### src/rtl/pdm_pkg.sv
// Shared PDM definitions: FSM states, sample width and the
// bit-clock half-period helper used by both PDM directions.
package pdm_pkg;

    typedef enum logic [1:0] {
        ST_IDLE  = 2'd0,
        ST_PRIME = 2'd1,
        ST_RUN   = 2'd2
    } pdm_state_t;

    localparam int SAMPLE_W = 16;

    function automatic int half_count(input int clk_mhz, input int rate_hz);
        return (clk_mhz * 1000000) / (rate_hz * 2);
    endfunction

endpackage

### src/rtl/pdm_clkgen.sv
// PDM bit-clock generator: 50% duty clock plus a one-cycle
// tick in the cycle the clock falls.
module pdm_clkgen
    import pdm_pkg::*;
#(
    parameter int CLK_FREQ = 125,
    parameter int PDM_RATE = 2400000
) (
    input  logic CLK_IN,
    input  logic RST_N,
    input  logic run,
    output logic pdm_clk,
    output logic tick
);

    localparam int HALF = half_count(CLK_FREQ, PDM_RATE);
    localparam int CW   = (HALF > 1) ? $clog2(HALF) : 1;

    logic [CW-1:0] cnt;
    logic          wrap;

    assign wrap = (cnt == CW'(HALF - 1));

    always_ff @(posedge CLK_IN or negedge RST_N) begin
        if (!RST_N) begin
            cnt     <= '0;
            pdm_clk <= 1'b0;
            tick    <= 1'b0;
        end else if (!run) begin
            cnt     <= '0;
            pdm_clk <= 1'b0;
            tick    <= 1'b0;
        end else begin
            tick    <= wrap & pdm_clk;
            pdm_clk <= pdm_clk ^ wrap;
            cnt     <= wrap ? '0 : cnt + 1'b1;
        end
    end

endmodule

### src/rtl/pdm_output.sv
// PCM-to-PDM output path: two-deep sample buffer feeding a
// first-order error-feedback modulator with amplifier control.
module pdm_output
    import pdm_pkg::*;
#(
    parameter int CLK_FREQ = 125,
    parameter int PDM_RATE = 2400000,
    parameter int OSR      = 64
) (
    input  logic                CLK_IN,
    input  logic                RST_N,
    input  logic                ENABLE,
    input  logic [SAMPLE_W-1:0] S_DATA,
    input  logic                S_VALID,
    output logic                S_READY,
    output logic                PDM_CLK,
    output logic                PDM_DATA,
    output logic                AUD_SD,
    output logic                UNDERRUN
);

    localparam int OW = (OSR > 1) ? $clog2(OSR) : 1;

    pdm_state_t          state;
    logic [SAMPLE_W-1:0] cur;
    logic [SAMPLE_W-1:0] nxt;
    logic                nv;
    logic [15:0]         acc;
    logic [OW-1:0]       osr_cnt;
    logic                tick;
    logic                hs;
    logic                last;
    logic [16:0]         sum;

    pdm_clkgen #(
        .CLK_FREQ (CLK_FREQ),
        .PDM_RATE (PDM_RATE)
    ) u_clkgen (
        .CLK_IN  (CLK_IN),
        .RST_N   (RST_N),
        .run     (ENABLE),
        .pdm_clk (PDM_CLK),
        .tick    (tick)
    );

    assign S_READY = (state == ST_PRIME) | ((state == ST_RUN) & ~nv);
    assign hs      = S_VALID & S_READY;
    assign last    = (osr_cnt == OW'(OSR - 1));
    // Offset-binary sample: flipping the MSB maps -32768..32767 onto 0..65535
    assign sum     = {1'b0, acc} + {1'b0, ~cur[15], cur[14:0]};

    always_ff @(posedge CLK_IN or negedge RST_N) begin
        if (!RST_N) begin
            state    <= ST_IDLE;
            cur      <= '0;
            nxt      <= '0;
            nv       <= 1'b0;
            acc      <= '0;
            osr_cnt  <= '0;
            PDM_DATA <= 1'b0;
            AUD_SD   <= 1'b0;
            UNDERRUN <= 1'b0;
        end else if (!ENABLE) begin
            state    <= ST_IDLE;
            cur      <= '0;
            nxt      <= '0;
            nv       <= 1'b0;
            acc      <= '0;
            osr_cnt  <= '0;
            PDM_DATA <= 1'b0;
            AUD_SD   <= 1'b0;
            UNDERRUN <= 1'b0;
        end else begin
            UNDERRUN <= 1'b0;
            unique case (state)
                ST_IDLE: state <= ST_PRIME;
                ST_PRIME: begin
                    if (hs) begin
                        cur     <= S_DATA;
                        osr_cnt <= '0;
                        state   <= ST_RUN;
                        AUD_SD  <= 1'b1;
                    end
                end
                ST_RUN: begin
                    if (tick) begin
                        PDM_DATA <= sum[16];
                        acc      <= sum[15:0];
                        osr_cnt  <= last ? '0 : osr_cnt + 1'b1;
                    end
                    if (tick && last) begin
                        if (nv) begin
                            cur <= nxt;
                            nv  <= 1'b0;
                        end else if (hs) begin
                            cur <= S_DATA;
                        end else begin
                            cur      <= '0;
                            UNDERRUN <= 1'b1;
                        end
                    end else if (hs) begin
                        nxt <= S_DATA;
                        nv  <= 1'b1;
                    end
                end
                default: state <= ST_IDLE;
            endcase
        end
    end

endmodule

### config.mk
export PLATFORM = sky130hd
export DESIGN_NAME = pdm_output
export DESIGN_NICKNAME = d
export VERILOG_FILES = /design/src/rtl/pdm_pkg.sv /design/src/rtl/pdm_clkgen.sv /design/src/rtl/pdm_output.sv
export SDC_FILE = /design/constraint.sdc
export NUM_CORES = 1
export LEC_CHECK = 0
export ABC_AREA = 0
export BUFFER_PORTS_ARGS = -buffer_cell sky130_fd_sc_hd__buf_2
export CORE_MARGIN = 2
export CORE_UTILIZATION = 60
export CTS_CLUSTER_SIZE = 24
export DETAILED_ROUTE_END_ITERATION = 16
export GPL_ROUTABILITY_DRIVEN = 0
export PLACE_DENSITY = 0.83
export SLEW_MARGIN = 40
export SYNTH_ARGS = -nofsm -noshare
export SYNTH_HDL_FRONTEND = slang
export SYNTH_SLANG_ARGS = --single-unit
### constraint.sdc
create_clock -name CLK_IN -period 2.7 [get_ports CLK_IN]
set_clock_uncertainty 0.2 [all_clocks]
set_input_delay 0.81 -clock CLK_IN [delete_from_list [all_inputs] [get_ports CLK_IN]]
set_output_delay 0.81 -clock CLK_IN [all_outputs]
set_load 0.03 [all_outputs]
**Word level (Yosys, flattened, before mapping)**

Index checks and enable logic that the tools add are counted.

- Logic and storage cells: 84
- Input port bits: 20
- Output and inout bits: 5
- Bits in registers: 67

- Eq/ne operators: 15
- Reductions and logical operators: 9
- Mux-type cells: 38
- Bitwise operators: 7
- Add/subtract/negate cells: 3

Operator list:

| operator | number |
|---|---|
| 16-bit 2-to-1 mux | 11 |
| 16-bit case mux with 2 select lines | 1 |
| 6-bit 2-to-1 mux | 4 |
| 16-bit by 16-bit adder with 17-bit output | 1 |
| 1-bit 2-to-1 mux | 16 |
| 6-bit case mux with 2 select lines | 1 |
| 5-bit 2-to-1 mux | 2 |
| 3-bit AND reduction | 3 |
| 2-bit by 1-bit != test with 1-bit output (second input constant) | 4 |
| 2-bit AND reduction | 4 |
| 6-bit by 1-bit adder with 6-bit output (second input constant) | 1 |
| 6-bit equality test (second input constant) | 1 |
| 3-bit by 1-bit != test with 1-bit output (second input constant) | 2 |
| 3-bit by 2-bit != test with 1-bit output (second input constant) | 2 |
| 2-bit case mux with 3 select lines | 1 |
| 5-bit by 1-bit adder with 5-bit output (second input constant) | 1 |
| 5-bit equality test (second input constant) | 1 |
| 2-bit 2-to-1 mux | 2 |
| 2-bit != test (second input constant) | 2 |
| 1-bit bitwise AND | 3 |
| 3-bit != test (second input constant) | 1 |
| 2-bit by 1-bit equality test with 1-bit output (second input constant) | 1 |
| 2-bit equality test (second input constant) | 1 |
| 2-bit logical NOT | 1 |
| other kinds (4) | 5 |

**Depth between registers and ports, before layout**

Gate-level depths: netlist of the first run.

- Word-level depth: 9
- Depth in mapped cells: 9

**Modules after synthesis**

A second synthesis of the first run with hierarchy kept.

- Cells, all modules: 387
- Area, all modules: 3679.8 um2

Modules (own cells, without submodules):

| module | cells an instance | sequential area each (um2) | instances | area an instance (um2) |
|---|---|---|---|---|
| pdm_output | 360 | 1501.4 | 1 | 3305.7 |
| pdm_clkgen | 27 | 175.2 | 1 | 374.1 |

**Least setup slack after synthesis of the first run**

OpenSTA, ideal clock, no wires.

- Kind: input to register
- Start point: in ENABLE
- End point: reg cur[0]
- Data arrival time: 1.914 ns
- Data required time: 2.427 ns
- Stages on the path: 6
- Slack: 0.513 ns
- Setup time: 0.073 ns
- Path buffers: 2
- Cell sequence: buf_2 -> clkinv_1 -> a21oi_2 -> clkbuf_1 -> a22oi_1 -> a21oi_2

- Longest elaborated chain between the ends: 2
- Elaborated cells on any way between the ends: 5
- Classes of those cells: eq/ne: 3; mux: 1; reduce/logical: 1

RTL lines:

| what | line | source |
|---|---|---|
| start, declared | pdm_output.sv:12 | `input logic ENABLE,` |
| 3-bit by 2-bit != test with 1-bit output (no source line) (tied with other cells) | -- |  |
| 3-bit AND reduction (no source line) | -- |  |
| end signal, assigned | pdm_output.sv:93 | `cur <= nxt;` |
| end, declared | pdm_output.sv:25 | `logic [SAMPLE_W-1:0] cur;` |

Several ways; a longest one is shown, not always the timed one.
A chain may end at the register's enable or synchronous reset.

**Worst setup path in the final report of the first run**

- Start point: reg state[0]
- End point: out S_READY

- Longest elaborated chain between the ends: 3
- Elaborated cells on any way between the ends: 4
- Classes of those cells: eq/ne: 2; bitwise: 2

RTL lines:

| what | line | source |
|---|---|---|
| start, declared | pdm_output.sv:24 | `pdm_state_t state;` |
| start signal, assigned | pdm_output.sv:54 | `state <= ST_IDLE;` |
| start signal, assigned | pdm_output.sv:64 | `state <= ST_IDLE;` |
| start signal, assigned | pdm_output.sv:76 | `ST_IDLE: state <= ST_PRIME;` |
| 2-bit equality test | pdm_output.sv:46 | `assign S_READY = (state == ST_PRIME) \| ((state == ST_RUN) & ~nv);` |
| 1-bit bitwise AND | pdm_output.sv:46 |  |
| 1-bit bitwise OR (*) | pdm_output.sv:46 |  |
| end, declared | pdm_output.sv:15 | `output logic S_READY,` |

Every way passes the cells marked *; elsewhere a longest branch is shown, timed or not.

==> impl_metrics.toml, run 1 <==
[die]
start_util_pct = 62.8
row_count = 28
core_sq_um = 5960
ios = 25
dieWidth_microns = 82.9
die_h_microns = 82.9
die_area_sq_um = 6880

[global_routing]
grt-ovfl-total = 0
grt_max_degree = 68
first_global_vias = 2853
grt_pass1_wl_microns = 13500
antenna_found_initial = 0
grtUsageTotal_pct = 24.2

[yosys]
yosysUniqueCellTypes = 58
synth.cell_area_sq_um = 3740
syn_nets = 434
synth-main-ff-cell = "dfrtp_1"
syn_avg_cell_area_sq_um = 9.51
synth_edf_count = 0
ys_warn_count = 0
synthCells = 393
ys_seq_elements = 67
async_reset_ff_share_pct = 100
yosysSeqAreaShare_pct = 44.8

[clock_network]
cts.htree.levels = 3
cts_made_buffers = 9
clock-sinks = 67
clockRootBuffer = "clkbuf_8"
postCtsHoldBufs = 0
clockBufferDepth = 2
cts_resized = 0
cts_tree = "yes"
clock_latency_ns = 0.35
cts_setup_buffers = 0
path_clk_slew_ns = 0.08

[placement]
placement.io_buffers = 24
place.detailed.hpwl_microns = 5570
place_inst = 484
place_area_sq_um = 3950

[route]
ant_nets = 0
via_per_inst = 5.99
route.vias.total = 2997
drt-pass1-iter-count = 5
drt-initial-drc-count = 167
wl_per_cell_microns = 15.5
drc_errors = 0
routed_wl_microns = 7750

[pwr]
peakVddDrop_v = 0.000413
p_leak_nw = 1.93
power_density_nw_per_um2 = 562

[worst_setup_path]
cp_cell_sequence = "or2b_1 -> o21ai_1 -> buf_2"
cp_slowest_stage_delay_ns = 0.42
startpoint_type = "register"
cp-end-kind = "output port"
critPathKind = "reg -> out"
crit_fanout = 5
critPathRequiredTime_ns = 1.69
arrival_ns = 1.49
critPathSlowestCell = "dfrtp_1"

[timing]
tns_ns = 0
relSlewSlack_pct = 59.7
rsz0062_at_grt = "false"
fin_crit_sh_pct = 92.7
worst_pin_slew_ns = 0.604
period_needed_ns = 2.50
max_freq_mhz = 399
setup_violations = 0
hold_viol_final = 0
slew_violations = 0

[worst_hold_path]
hold_class = "in -> async"

[finish]
drive_gt1_share_pct = 20.5
final_util_pct = 69.8
seq_area_sq_um = 1680
multiInputGateArea_sq_um = 1920
n_antenna_cell = 0
fin_cells = 500
finalNetCount = 461
areaGrowthSynthToFinish_pct = 11.2
design_area_sq_um = 4160
fill_cells = 461

[run_status]
outcome = "complete, no violations"

[flow_run]
drv_cap = 0
==> metrics by stage <==
| step | setup WS (ns) | hold WS (ns) | total power, W |
|---|---|---|---|
| global placement | 0.344 | 0.263 | 0.00145 |
| global route | 0.0700 | 0.305 | 0.00244 |
| finish | 0.197 | 0.262 | 0.00233 |
| detailed placement | 0.289 | 0.271 | 0.00147 |
| CTS | 0.198 | 0.289 | 0.00234 |
| floorplan | 0.513 | 0.236 | 0.00136 |
==> path summary, 6_finish.rpt <==
kind	from	endpoint	slack (ns)	cells past startpoint
setup / recovery	state[0]	S_READY	0.20	3
hold / removal	RST_N	osr_cnt[1]	0.26	2
setup reg to reg	cur[0]	acc[14]	0.29	9
hold reg to reg	nxt[3]	nxt[3]	0.29	2
max in group asynchronous	RST_N	acc[10]	1.73	2
min in group CLK_IN	nxt[3]	nxt[3]	0.29	2
==> cells in the final DEF, fill, tap and decap left out, drive strengths merged, types with 11 or more instances in the layout <==
cell,n
o21ai,31
dfrtp,67
nand2,61
nand3,14
nor2,33
a21oi,38
inv,11
buf,36
ha,20
a22oi,16
==> metal layers <==
layer  vias to the layer above  global-route usage (%)  share of wire (%)
li1                       1447                       -                  -
met3                        16                    4.67                4.7
met5                         -                       0                  0
met2                        92                    37.8                 48
met1                      1442                    33.3                 46
met4                         0                    9.84                1.9
==> flip-flops by register name, summed over array words and instances (netlist names), 2 cells and up <==
name,cells
state,2
u_clkgen.cnt,5
nxt,16
acc,16
cur,16
osr_cnt,6
==> layout make-up <==
type	count	share of cell area, %
Clock inverter	7	2.02
Timing Repair Buffer	36	5.36
Sequential cell	67	40.3
Multi-Input combinational cell	297	46.2
Tap cell	75	2.26
Inverter	9	0.813
Clock buffer	9	2.98
==> report_power, final <==
group / total [W] / internal [W] / switching [W]
combinational: 0.000333 / 0.000128 / 0.000204
sequential: 0.00112 / 0.00106 / 0.0000539
clock: 0.000883 / 0.000442 / 0.000440
==> worst max-delay path: cells and delay by family (launching register included) <==
| kind | cells | cell delay, ns |
|---|---|---|
| AND/OR/NAND/NOR | 1 | 0.27 |
| flip-flops | 1 | 0.42 |
| AO/OA/AOI/OAI | 1 | 0.21 |
| buffers and inverters | 1 | 0.24 |
==> cell usage after synthesis, drive strengths merged (2+ instances only) <==
cell type	instances	area, sq um
a41oi	2	17.5
nor4b	2	23.8
clkbuf	9	35.0
o211ai	3	27.5
and2	6	37.5
a22oi	16	120
inv	8	30.0
nor3	5	25.0
o21ai	31	166
nor2b	4	25.0
a21oi	38	235
a21o	6	45.0
nand2b	3	18.8
and3	5	31.3
nand4	4	25.0
nor2	33	165
o21bai	3	22.5
o31ai	2	20.0
xor2	5	43.8
a21bo	2	20.0
a31oi	5	43.8
nand3	14	70.1
nand2	61	236
dfrtp	67	1680
o21a	2	15.0
ha	20	250
xnor2	9	78.8
buf	11	78.8
a211oi	3	27.5
==> cell families after synthesis <==
logic type                 Yosys count  share of synthesized area (%)
AOI/OAI and AO/OA                  117                           21.4
xor gates and xnor gates            14                           3.28
adders and majority gates           21                           7.23
buffers and inverters               29                           3.95
DFF                                 67                           44.8
muxes                                1                          0.268
and+or+nand+nor                    144                           19.0
Power figures use the tool's default switching activity.
==> run 2, diff against run 1 <==
--- a/config.mk
+++ b/config.mk
@@ -8,11 +8,11 @@
 export ABC_AREA = 0
 export BUFFER_PORTS_ARGS = -buffer_cell sky130_fd_sc_hd__buf_2
 export CORE_MARGIN = 2
-export CORE_UTILIZATION = 60
+export CORE_UTILIZATION = 40
 export CTS_CLUSTER_SIZE = 24
 export DETAILED_ROUTE_END_ITERATION = 16
 export GPL_ROUTABILITY_DRIVEN = 0
-export PLACE_DENSITY = 0.83
+export PLACE_DENSITY = 0.61
 export SLEW_MARGIN = 40
 export SYNTH_ARGS = -nofsm -noshare
 export SYNTH_HDL_FRONTEND = slang
==> impl_metrics.toml, run 2 (same netlist as run 1, synthesis figures left out) <==
[global_routing]
antenna_found_initial = 0
grt_pass1_wl_microns = 13200
grt-ovfl-total = 0
grtUsageTotal_pct = 16.5
grt_max_degree = 51
first_global_vias = 2754

[die]
ios = 25
start_util_pct = 40.8
die_area_sq_um = 10100
row_count = 35
die_h_microns = 101
core_sq_um = 9150
dieWidth_microns = 101

[clock_network]
clock_latency_ns = 0.35
cts_setup_buffers = 0
postCtsHoldBufs = 0
path_clk_slew_ns = 0.08
clockRootBuffer = "clkbuf_8"
clock-sinks = 67
cts_resized = 0
cts_made_buffers = 9
cts_tree = "yes"
cts.htree.levels = 3
clockBufferDepth = 2

[route]
drt-pass1-iter-count = 4
via_per_inst = 5.36
wl_per_cell_microns = 14.2
ant_nets = 0
route.vias.total = 2858
drc_errors = 0
routed_wl_microns = 7570
drt-initial-drc-count = 150

[worst_hold_path]
hold_class = "in -> async"

[timing]
slew_violations = 0
fin_crit_sh_pct = 92.6
hold_viol_final = 0
max_freq_mhz = 400
worst_slack_ns = 0.200
period_needed_ns = 2.50
relSlewSlack_pct = 55.2
tns_ns = 0
setup_violations = 0
worst_pin_slew_ns = 0.672
rsz0062_at_grt = "false"

[worst_setup_path]
crit_fanout = 5
cp_slowest_stage_delay_ns = 0.43
critPathSlowestCell = "dfrtp_1"
critPathKind = "reg -> out"
startpoint_type = "register"
cp_cell_sequence = "or2b_1 -> o21ai_1 -> buf_2"
critPathRequiredTime_ns = 1.69
arrival_ns = 1.49
cp-end-kind = "output port"

[flow_run]
drv_cap = 0

[pwr]
intPower_w = 0.00171
p_switching_w = 0.000653
power_density_nw_per_um2 = 563
peakVddDrop_v = 0.000480
clkPwrFrac_pct = 39.1
combinationalPowerShare_pct = 13.8
p_leak_nw = 1.92
seqPwrFrac_pct = 47.1
swShare_pct = 27.6

[placement]
place.detailed.hpwl_microns = 5360
place_area_sq_um = 3980
placement.io_buffers = 24
pre_cts_ws_ns = 0.345

[finish]
layout_commonest_cell = "dfrtp_1"
final_util_pct = 45.9
areaGrowthSynthToFinish_pct = 12.4
finalNetCount = 458
drive_gt1_share_pct = 19.7
n_antenna_cell = 0
design_area_sq_um = 4200
fill_cells = 859
layout_common_cells = "67 x dfrtp_1, 60 x nand2_1, 26 x a21oi_1, 24 x buf_2, 22 x nor2_1"
top_regs = "acc x16, cur x16, nxt x16"

[run_status]
outcome = "complete, no violations"
## run 2: final cells by class
class	instances	area (sq um)	area share, %
inverter	9	33.8	0.804
timing repair buffer	33	213	5.06
tap	111	139	3.31
clock buffer	10	128	3.04
multi-input combinational	297	1920	45.7
sequential	67	1680	39.9
clock inverter	6	90.1	2.14
## run 2: path summary, 6_finish.rpt
path | slack [ns] | depth (start not counted) | to | from
worst max-delay path | 0.20 | 3 | S_READY | state[0]
worst min-delay path | 0.20 | 1 | nxt[0] | RST_N
worst max register to register | 0.32 | 9 | acc[14] | cur[0]
worst min register to register | 0.28 | 2 | nxt[4] | nxt[4]
max in group asynchronous | 1.48 | 2 | cur[6] | RST_N
min in group CLK_IN | 0.28 | 2 | nxt[4] | nxt[4]
## run 2: through the flow
step | hold slack [ns] | power [W] | std cells
after floorplan | 0.236 | 0.00136 | 393
after global placement | 0.257 | 0.00146 | 517
after detailed placement | 0.272 | 0.00146 | 517
after CTS | 0.197 | 0.00240 | 533
after global routing | 0.219 | 0.00248 | 533
final | 0.201 | 0.00237 | 533
## run 2: worst max-delay path: cells and delay by family, from the launching register on
kind	cells	cell delay, ns
compound gates	1	0.20
buf+inv	1	0.23
flops	1	0.43
simple gates	1	0.28
## run 2: metal layers
metal	GRT usage, %	vias up	wire length, microns
met1	23.4	1358	3860
met5	0	-	0
met3	3.61	7	245
li1	-	1440	-
met4	5.48	0	98
met2	24.9	53	3360
## run 2: power by group through the flow
stage	logic [W]	clock network [W]	registers (W)
after global routing	0.000371	0.000989	0.00112
after detailed placement	0.000327	0	0.00113
after global placement	0.000323	0	0.00113
after floorplan	0.000238	0	0.00112
final	0.000327	0.000925	0.00112
after CTS	0.000330	0.000956	0.00111
==> run 3, diff against run 2 <==
--- a/config.mk
+++ b/config.mk
@@ -16,4 +16,5 @@
 export SLEW_MARGIN = 40
 export SYNTH_ARGS = -nofsm -noshare
 export SYNTH_HDL_FRONTEND = slang
+export SYNTH_HIERARCHICAL = 1
 export SYNTH_SLANG_ARGS = --single-unit
==> constraint.sdc (replaced) <==
create_clock -name CLK_IN -period 2.65 [get_ports CLK_IN]
set_clock_uncertainty 0.2 [all_clocks]
set_input_delay 0.795 -clock CLK_IN [delete_from_list [all_inputs] [get_ports CLK_IN]]
set_output_delay 0.795 -clock CLK_IN [all_outputs]
set_load 0.03 [all_outputs]
==> impl_metrics.toml, run 3 <==
[run_status]
outcome = "complete, no violations"

[worst_setup_path]
r2r_slack_ns = 0.24
crit_fanout = 11
critPathSlowestCell = "dfrtp_1"
reg2reg_from = "cur[0]"
critPathKind = "reg -> out"
critPathRequiredTime_ns = 1.66
startpoint_type = "register"
r2r_cells = 9
cp_slowest_stage_delay_ns = 0.44
cp_top_family = "flip-flops"
cp.buffers_inverters = 2
arrival_ns = 1.52
cp_cell_sequence = "nor2b_4 -> inv_1 -> o21ai_0 -> buf_2"
r2r_end = "acc[10]"
cp-end-kind = "output port"

[timing]
worst_pin_slew_ns = 0.606
slew_violations = 0
hold_slack_ns = 0.218
relSlewSlack_pct = 59.6
fin_crit_sh_pct = 95.0
period_needed_ns = 2.52
worst_slack_ns = 0.132
rsz0062_at_grt = "false"
max_freq_mhz = 397
setup_violations = 0
tns_ns = 0
hold_viol_final = 0

[clock_network]
clockRootBuffer = "clkbuf_8"
cts_setup_buffers = 0
clockBufferDepth = 2
cts_made_buffers = 9
path_clk_slew_ns = 0.09
postCtsHoldBufs = 0
clock_latency_ns = 0.34
cts.htree.levels = 3
cts_tree = "yes"
clock-sinks = 67
cts_resized = 0

[finish]
final_util_pct = 47.6
fin_cells = 525
layout_common_cells = "79 x nand2_1, 67 x dfrtp_1, 39 x a21oi_1, 24 x buf_2, 23 x o21ai_0"
layout_commonest_cell = "nand2_1"
fill_cells = 801
drive_gt1_share_pct = 16.8
areaGrowthSynthToFinish_pct = 13.8
top_regs = "acc x16, cur x16, nxt x16"
n_antenna_cell = 0
finalNetCount = 453

[die]
die_h_microns = 99.9
start_util_pct = 41.8
core_sq_um = 8810
ios = 25
die_area_sq_um = 9980
row_count = 34
dieWidth_microns = 99.9

[placement]
pre_cts_ws_ns = 0.266
place.detailed.hpwl_microns = 5490
place_inst = 509
placement.io_buffers = 24

[yosys]
syn_nets = 428
yosysTopAreaCellShare_pct = 45.6
syn_avg_cell_area_sq_um = 9.51
synth_edf_count = 0
synth.most_common_cell = "nand2_1"
synth-main-ff-cell = "dfrtp_1"
ys_warn_count = 6
yosysSeqAreaShare_pct = 45.6
async_reset_ff_share_pct = 100
yosysUniqueCellTypes = 58
synthTopCellsByArea = "dfrtp_1 46%, nand2_1 8.1%, ha_1 6.8%, a21oi_1 5.3%, o21ai_0 3.1%"
synth.cell_area_sq_um = 3680
synthCells = 387
yosysTopAreaCell = "dfrtp_1"
ys_seq_elements = 67
netlist_top_cells_count = "79 x nand2_1, 67 x dfrtp_1, 39 x a21oi_1, 23 x o21ai_0, 20 x ha_1"

[route]
drt-initial-drc-count = 152
ant_nets = 0
route.vias.total = 2838
via_per_inst = 5.41
wl_per_cell_microns = 14.8
drt-pass1-iter-count = 4
routed_wl_microns = 7780
drc_errors = 0

[global_routing]
grt-ovfl-total = 0
grt_max_degree = 36
grt_pass1_wl_microns = 13900
antenna_found_initial = 0
first_global_vias = 2828
grtUsageTotal_pct = 17.4

[pwr]
power_density_nw_per_um2 = 575
p_leak_nw = 1.84
peakVddDrop_v = 0.000288

[flow_run]
drv_cap = 0

[worst_hold_path]
hold_class = "in -> async"
## run 3: worst max-delay path by stage
stage | from | to | slack, ns | cells after the start
after floorplan | state[0] | S_READY | 0.26 | 4
after CTS | state[0] | S_READY | 0.12 | 4
final | state[0] | S_READY | 0.13 | 4
after global placement | cur[0] | acc[10] | 0.38 | 9
after detailed placement | cur[0] | acc[10] | 0.27 | 9
after global routing | state[0] | S_READY | 0.02 | 4
## run 3: worst reg2reg max path: cells and delay by family (launching register included)
family / cells / cell delay [ns]
AO/OA/AOI/OAI: 3 / 0.46
XOR/XNOR: 1 / 0.17
adder cells (fa/ha/maj): 2 / 0.59
buffers and inverters: 1 / 0.06
flip-flops: 1 / 0.36
AND/OR/NAND/NOR: 2 / 0.51
## run 3: where the power goes
| part | leakage, nW | switching [W] | internal (W) |
|---|---|---|---|
| Clock | 0.124 | 0.000428 | 0.000633 |
| Combinational | 0.804 | 0.000158 | 0.0000964 |
| Sequential | 0.912 | 0.0000312 | 0.00106 |
## run 3: cells by family (layout without fill, tap and decap cells)
family	Yosys count	after routing	share of synthesized area, %
AOI/OAI and AO/OA	126	126	21.6
and+or+nand+nor	126	126	17.8
DFF	67	67	45.6
buffers and inverters	33	63	4.35
adders and majority gates	21	21	7.34
xor gates and xnor gates	14	14	3.33
## run 3: final cells by class
type	instances	area, sq um	area share (%)
multi-input combinational	287	1840	44.0
clock buffer	9	124	2.96
sequential	67	1680	40.0
clock inverter	7	125	2.99
tap	108	135	3.23
inverter	12	45.0	1.08
timing repair buffer	35	240	5.73
## run 3: stage by stage
stage | total power (W) | cell area [sq um]
after floorplan | 0.00127 | 3680
after global placement | 0.00136 | 3940
after detailed placement | 0.00137 | 3940
after CTS | 0.00243 | 4190
after global routing | 0.00252 | 4190
final | 0.00241 | 4190
## run 3: layer usage
layer	GRT usage [%]	vias up	wire [microns]
met5	0	-	0
li1	-	1433	-
met2	25.9	39	3460
met3	3.34	9	255
met4	4.74	0	93
met1	25.9	1357	3970
